[src/rtl/uart_pkg.sv]
// Shared definitions for the UART byte transmitter: FSM state encoding,
// frame geometry and the minimum legal bit period.
package uart_pkg;

   typedef enum logic [2:0] {
      ST_IDLE   = 3'd0,
      ST_FETCH  = 3'd1,
      ST_START  = 3'd2,
      ST_DATA   = 3'd3,
      ST_PARITY = 3'd4,
      ST_STOP   = 3'd5
   } uart_state_t;

   localparam int UART_DATA_BITS        = 8;
   localparam int UART_BIT_IDX_W        = $clog2(UART_DATA_BITS);
   localparam int UART_CLKS_PER_BIT_MIN = 2;

endpackage

[src/rtl/uart_baud_cnt.sv]
// Bit-period counter: counts 0..CLKS_PER_BIT-1, ticks on the terminal count
// and restarts from zero on the following cycle or whenever clear is high.
module uart_baud_cnt
   import uart_pkg::*;
#(
   parameter int CLKS_PER_BIT = 16
) (
   input  logic clk,
   input  logic reset,
   input  logic clear,
   output logic tick
);

   // Out-of-range settings are pulled up to the shortest legal bit period.
   localparam int CPB = (CLKS_PER_BIT < UART_CLKS_PER_BIT_MIN) ? UART_CLKS_PER_BIT_MIN : CLKS_PER_BIT;
   localparam int W   = $clog2(CPB);
   localparam logic [W-1:0] TERMINAL = W'(CPB - 1);

   logic [W-1:0] cnt_q;

   // NOTE: sequential state is always assigned with <= so every flop samples pre-edge values.
   always_ff @(posedge clk) begin
      if (reset || clear || tick) begin
         cnt_q <= '0;
      end else begin
         cnt_q <= cnt_q + 1'b1;
      end
   end

   assign tick = (cnt_q == TERMINAL);

endmodule

[src/rtl/uart_byte_tx.sv]
// UART 8N1 transmitter pulling bytes from the serializer via empty/pull.
// Define UART_TX_PARITY_EN to insert an even-parity bit before the stop bit.
module uart_byte_tx
   import uart_pkg::*;
#(
   parameter int CLKS_PER_BIT = 16
) (
   input  logic       clk,
   input  logic       reset,
   input  logic       tx_en,
   input  logic [7:0] src_byte,
   input  logic       src_empty,
   output logic       src_pull,
   output logic       txd,
   output logic       busy,
   output logic       frame_done
);

   uart_state_t                state_q, state_d;
   logic [UART_DATA_BITS-1:0]  shift_q, shift_d;
   logic [UART_BIT_IDX_W-1:0]  bit_idx_q, bit_idx_d;
   logic                       txd_d;
   logic                       bit_tick;
   logic                       baud_clear;
`ifdef UART_TX_PARITY_EN
   logic                       parity_q, parity_d;
`endif

   assign baud_clear = (state_q == ST_IDLE) || (state_q == ST_FETCH);

   uart_baud_cnt #(
      .CLKS_PER_BIT (CLKS_PER_BIT)
   ) u_baud_cnt (
      .clk   (clk),
      .reset (reset),
      .clear (baud_clear),
      .tick  (bit_tick)
   );

   // NOTE: every signal written here gets a default first, so no path can infer a latch.
   always_comb begin
      state_d    = state_q;
      shift_d    = shift_q;
      bit_idx_d  = bit_idx_q;
      src_pull   = 1'b0;
      frame_done = 1'b0;
`ifdef UART_TX_PARITY_EN
      parity_d   = parity_q;
`endif
      case (state_q)
         ST_IDLE: begin
            if (tx_en && !src_empty && !reset) begin
               src_pull = 1'b1;
               state_d  = ST_FETCH;
            end
         end
         ST_FETCH: begin
            shift_d = src_byte;
`ifdef UART_TX_PARITY_EN
            parity_d = ^src_byte;
`endif
            state_d = ST_START;
         end
         ST_START: begin
            if (bit_tick) begin
               bit_idx_d = '0;
               state_d   = ST_DATA;
            end
         end
         ST_DATA: begin
            if (bit_tick) begin
               shift_d = shift_q >> 1;
               if (bit_idx_q == UART_BIT_IDX_W'(UART_DATA_BITS - 1)) begin
`ifdef UART_TX_PARITY_EN
                  state_d = ST_PARITY;
`else
                  state_d = ST_STOP;
`endif
               end else begin
                  bit_idx_d = bit_idx_q + 1'b1;
               end
            end
         end
`ifdef UART_TX_PARITY_EN
         ST_PARITY: begin
            if (bit_tick) state_d = ST_STOP;
         end
`endif
         ST_STOP: begin
            if (bit_tick) begin
               frame_done = !reset;
               state_d    = ST_IDLE;
            end
         end
         default: state_d = ST_IDLE;
      endcase

      // txd is registered, so it is derived from the state being entered.
      case (state_d)
         ST_START:  txd_d = 1'b0;
         ST_DATA:   txd_d = shift_d[0];
`ifdef UART_TX_PARITY_EN
         ST_PARITY: txd_d = parity_d;
`endif
         default:   txd_d = 1'b1;
      endcase
   end

   // NOTE: the shift register is a plain datapath register, so it takes the reset like any other flop.
   always_ff @(posedge clk) begin
      if (reset) begin
         state_q   <= ST_IDLE;
         shift_q   <= '0;
         bit_idx_q <= '0;
         txd       <= 1'b1;
`ifdef UART_TX_PARITY_EN
         parity_q  <= 1'b0;
`endif
      end else begin
         state_q   <= state_d;
         shift_q   <= shift_d;
         bit_idx_q <= bit_idx_d;
         txd       <= txd_d;
`ifdef UART_TX_PARITY_EN
         parity_q  <= parity_d;
`endif
      end
   end

   assign busy = (state_q != ST_IDLE) || src_pull;

endmodule

[config.mk]
export PLATFORM = sky130hd
export DESIGN_NAME = uart_byte_tx
export DESIGN_NICKNAME = d
export VERILOG_FILES = /design/src/rtl/uart_pkg.sv /design/src/rtl/uart_baud_cnt.sv /design/src/rtl/uart_byte_tx.sv
export SDC_FILE = /design/constraint.sdc
export NUM_CORES = 1
export LEC_CHECK = 0
export ABC_AREA = 1
export BUFFER_PORTS_ARGS = -buffer_cell sky130_fd_sc_hd__buf_2
export CAP_MARGIN = 25
export CORE_MARGIN = 2
export CORE_UTILIZATION = 40
export CTS_BUF_LIST = sky130_fd_sc_hd__clkbuf_16
export DETAILED_ROUTE_END_ITERATION = 10
export PLACE_DENSITY = 0.61
export SLEW_MARGIN = 20
export SYNTH_ARGS = -nofsm -noshare
export SYNTH_HDL_FRONTEND = slang
export SYNTH_SLANG_ARGS = --single-unit
[constraint.sdc]
create_clock -name clk -period 1.19 [get_ports clk]
set_input_delay 0.119 -clock clk [delete_from_list [all_inputs] [get_ports clk]]
set_output_delay 0.119 -clock clk [all_outputs]
set_load 0.03 [all_outputs]
==> impl_metrics.tcl <==
set metrics [dict create \
    whs_ns 0.107 \
    ys_warn_count 0 \
    rsz0062_at_grt "true" \
    half_perimeter_wire_length_after_detailed_placement_microns 1650 \
    pwr_cell_area_nw_per_um2 959 \
    worstSkewPairLatency_ns 0.25 \
    worst_slew_margin_pct 72.2 \
    clk_root_buffer_cell "sky130_fd_sc_hd__clkbuf_16" \
    placed_area_sq_um 1210 \
    grt_first_pass_wirelength_microns 4370 \
    cts_tree "built" \
    worst_ep_arrival_time_ns 1.43 \
    postSynthAreaPerCell_sq_um 7.46 \
    grt_pass1_vias 1013 \
    post-route-period-util_pct 108 \
    total_power_mw 1.54 \
    tritoncts.num_buffers 3 \
    core_sq_um 2280 \
    chipHeight_microns 53.6 \
    placedCellCount 184 \
    setup_ws_ns -0.0909 \
    synthesis.instances 132 \
    via_per_inst 5.23 \
    final-instance-count-excl-fill 197 \
    synth.net_count 147 \
    grtUsageTotal_pct 21.3 \
    synth.top_cells.by_area "sky130_fd_sc_hd__dfxtp_1 (39%), sky130_fd_sc_hd__nand2_1 (11%), sky130_fd_sc_hd__a21oi_1 (8.6%), sky130_fd_sc_hd__nand3_1 (5.1%), sky130_fd_sc_hd__inv_1 (4.6%)" \
    post_synth_num_cell_types 24 \
    effective_utilization_at_floorplan_pct 43.3 \
    clock-skew-final_ns 0.00284 \
    result_of_the_run "finished with violations" \
    via_count_of_the_routed_design 1031 \
    routed_len_inst_microns 14.2 \
    ys_ff_latch 19 \
    cts.clk_slew.worst_paths_ns 0.06 \
    setup-violations-final 14 \
    synthDominantAreaCellType "sky130_fd_sc_hd__dfxtp_1" \
    drtPass1Iterations 4 \
    slew_at_the_pin_with_the_worst_max_slew_slack_ns 0.415 \
    synth_seq_area_share_pct 38.6 \
    worst_hold_path_type "input pin to register" \
    setup_tns_ns -0.719 \
    core.rowCount 17 \
    failed_checks "setup timing" \
    power.leakage_nw 0.624 \
    drive_gt1_share_pct 58.6 \
    required_ns 1.34 \
    timing_hold_violations_final 0 \
    die-width_microns 53.6 \
    nets 185 \
    crit_fanout 3 \
    place_congestion 0.790 \
    syn_area_sq_um 985 \
    grt_antenna_before_repair 0 \
    drt_iter0_drc 22 \
    io_pins 16 \
    cts_hold_buffers 0 \
    max-clock-path-buffers 2 \
    maximum_resistive_drop_on_vdd_mv 0.766 \
    finalWorstPathRequiredPeriod_ns 1.28 \
    placement.io_buffers 15 \
    drcViolationCount 0 \
    achievable-frequency_ghz 0.781 \
    design.die.area_sq_um 2870 \
    htree_num_levels 1 \
    insertedDiodeCount 0 \
    final_cell_area_sq_um 1600 \
    timing_worst_setup_path_type "register to register" \
    crit_path_end_kind "register" \
    gr-total-overflow 0 \
    synth_top_area_share_pct 38.6 \
    drv_cap 0 \
    syn2layout_area_growth_pct 62.9 \
    slew_violations 0 \
    grt_max_degree 12 \
    routed_wirelength_microns 2800 \
    cts_num_sinks 19 \
    timing.critical_path.from_type "register" \
    route.antenna.remaining_nets 0 \
]
[timing repair]
item                       in CTS  in global routing
buffers inserted                3                  4
gates resized for setup        34                 24
pin swaps                      10                 12
gates cloned                    2                  0
setup endpoints to repair      10                 21
[worst paths after layout]
check        cells after the start  slack, ns                 from      endpoint
min reg2reg                      2       0.47           shift_q[5]    shift_q[4]
max reg2reg                      8      -0.09  u_baud_cnt.cnt_q[1]  bit_idx_q[2]
max                              8      -0.09  u_baud_cnt.cnt_q[1]  bit_idx_q[2]
min                              2       0.11                reset    shift_q[7]
[Yosys cell counts]
library cell,count
sky130_fd_sc_hd__nand2_1,30
sky130_fd_sc_hd__dfxtp_1,19
sky130_fd_sc_hd__a21oi_1,17
sky130_fd_sc_hd__inv_1,12
sky130_fd_sc_hd__nor2_1,12
sky130_fd_sc_hd__nand3_1,10
sky130_fd_sc_hd__nand2_2,4
sky130_fd_sc_hd__nor2_4,4
sky130_fd_sc_hd__ha_1,3
sky130_fd_sc_hd__a31oi_1,2
sky130_fd_sc_hd__buf_4,2
sky130_fd_sc_hd__inv_2,2
sky130_fd_sc_hd__nand2_4,2
sky130_fd_sc_hd__nand4_1,2
sky130_fd_sc_hd__o21ai_0,2
sky130_fd_sc_hd__a21oi_2,1
sky130_fd_sc_hd__buf_6,1
sky130_fd_sc_hd__clkinv_2,1
sky130_fd_sc_hd__nand3_4,1
sky130_fd_sc_hd__nand3b_1,1
sky130_fd_sc_hd__nor3_1,1
sky130_fd_sc_hd__nor3b_1,1
sky130_fd_sc_hd__o211ai_1,1
sky130_fd_sc_hd__xor2_1,1
[where the power goes]
group	leakage, nW	internal (mW)	switching, mW	total (mW)
sequential	0.158	0.647	0.00965	0.657
clock	0.0409	0.451	0.252	0.703
combinational	0.425	0.0732	0.105	0.178
[area by class of cell]
| type | instances | area, sq um |
|---|---|---|
| Clock buffer | 3 | 75.1 |
| Clock inverter | 1 | 5.00 |
| Fill cell | 165 | 672 |
| Inverter | 15 | 65.1 |
| Multi-Input combinational cell | 97 | 773 |
| Sequential cell | 19 | 395 |
| Tap cell | 28 | 35.0 |
| Timing Repair Buffer | 34 | 255 |
[per-layer routing]
layer	up-vias	GRT usage, %	share of wire (%)
met3	11	3.61	3.3
met2	28	36.8	49
met1	481	24.8	44
li1	511	-	-
met5	-	0	0
met4	0	12.0	3.5
[sequential cells by signal (all words and copies together) (netlist names)]
signal,count
bit_idx_q,3
u_baud_cnt.cnt_q,4
state_q,3
txd,1
shift_q,8
[kinds of logic after synthesis]
kind of cell / count (synthesis) / share of synthesized area [%]
fa+ha+maj: 3 / 3.81
flops: 19 / 38.6
simple gates: 68 / 35.6
buf+inv: 18 / 8.51
xor+xnor: 1 / 0.890
compound gates: 23 / 12.6
[stage by stage]
step / setup slack [ns] / utilization [%]
3_5_place_dp: -0.0617 / 53.2
6_report: -0.0909 / 70.5
4_1_cts: -0.0608 / 65.1
3_3_place_gp: -0.0189 / 53.2
2_1_floorplan: 0.00273 / -
5_1_grt: -0.131 / 70.5
[critical path, stage by stage (launching register included)]
cell                      delay (ns)
sky130_fd_sc_hd__dfxtp_2        0.35
sky130_fd_sc_hd__ha_4           0.17
sky130_fd_sc_hd__nand2_2        0.06
sky130_fd_sc_hd__nor2_2         0.15
sky130_fd_sc_hd__buf_4          0.14
sky130_fd_sc_hd__buf_4          0.12
sky130_fd_sc_hd__nand2_2        0.06
sky130_fd_sc_hd__nand2_1        0.07
sky130_fd_sc_hd__a21oi_2        0.05
[cell usage in the layout, fill, tap and decap left out, types with 4 or more instances in the layout]
| cell type | instances |
|---|---|
| sky130_fd_sc_hd__nor2_2 | 4 |
| sky130_fd_sc_hd__nor2_4 | 6 |
| sky130_fd_sc_hd__nor2_1 | 7 |
| sky130_fd_sc_hd__nand2_2 | 6 |
| sky130_fd_sc_hd__dfxtp_1 | 11 |
| sky130_fd_sc_hd__a21oi_2 | 13 |
| sky130_fd_sc_hd__buf_4 | 17 |
| sky130_fd_sc_hd__nand3_2 | 5 |
| sky130_fd_sc_hd__inv_1 | 10 |
| sky130_fd_sc_hd__dfxtp_2 | 6 |
| sky130_fd_sc_hd__a21oi_1 | 5 |
| sky130_fd_sc_hd__buf_2 | 13 |
| sky130_fd_sc_hd__nand2_1 | 25 |
Note: power is estimated with default switching activity, not from simulation.
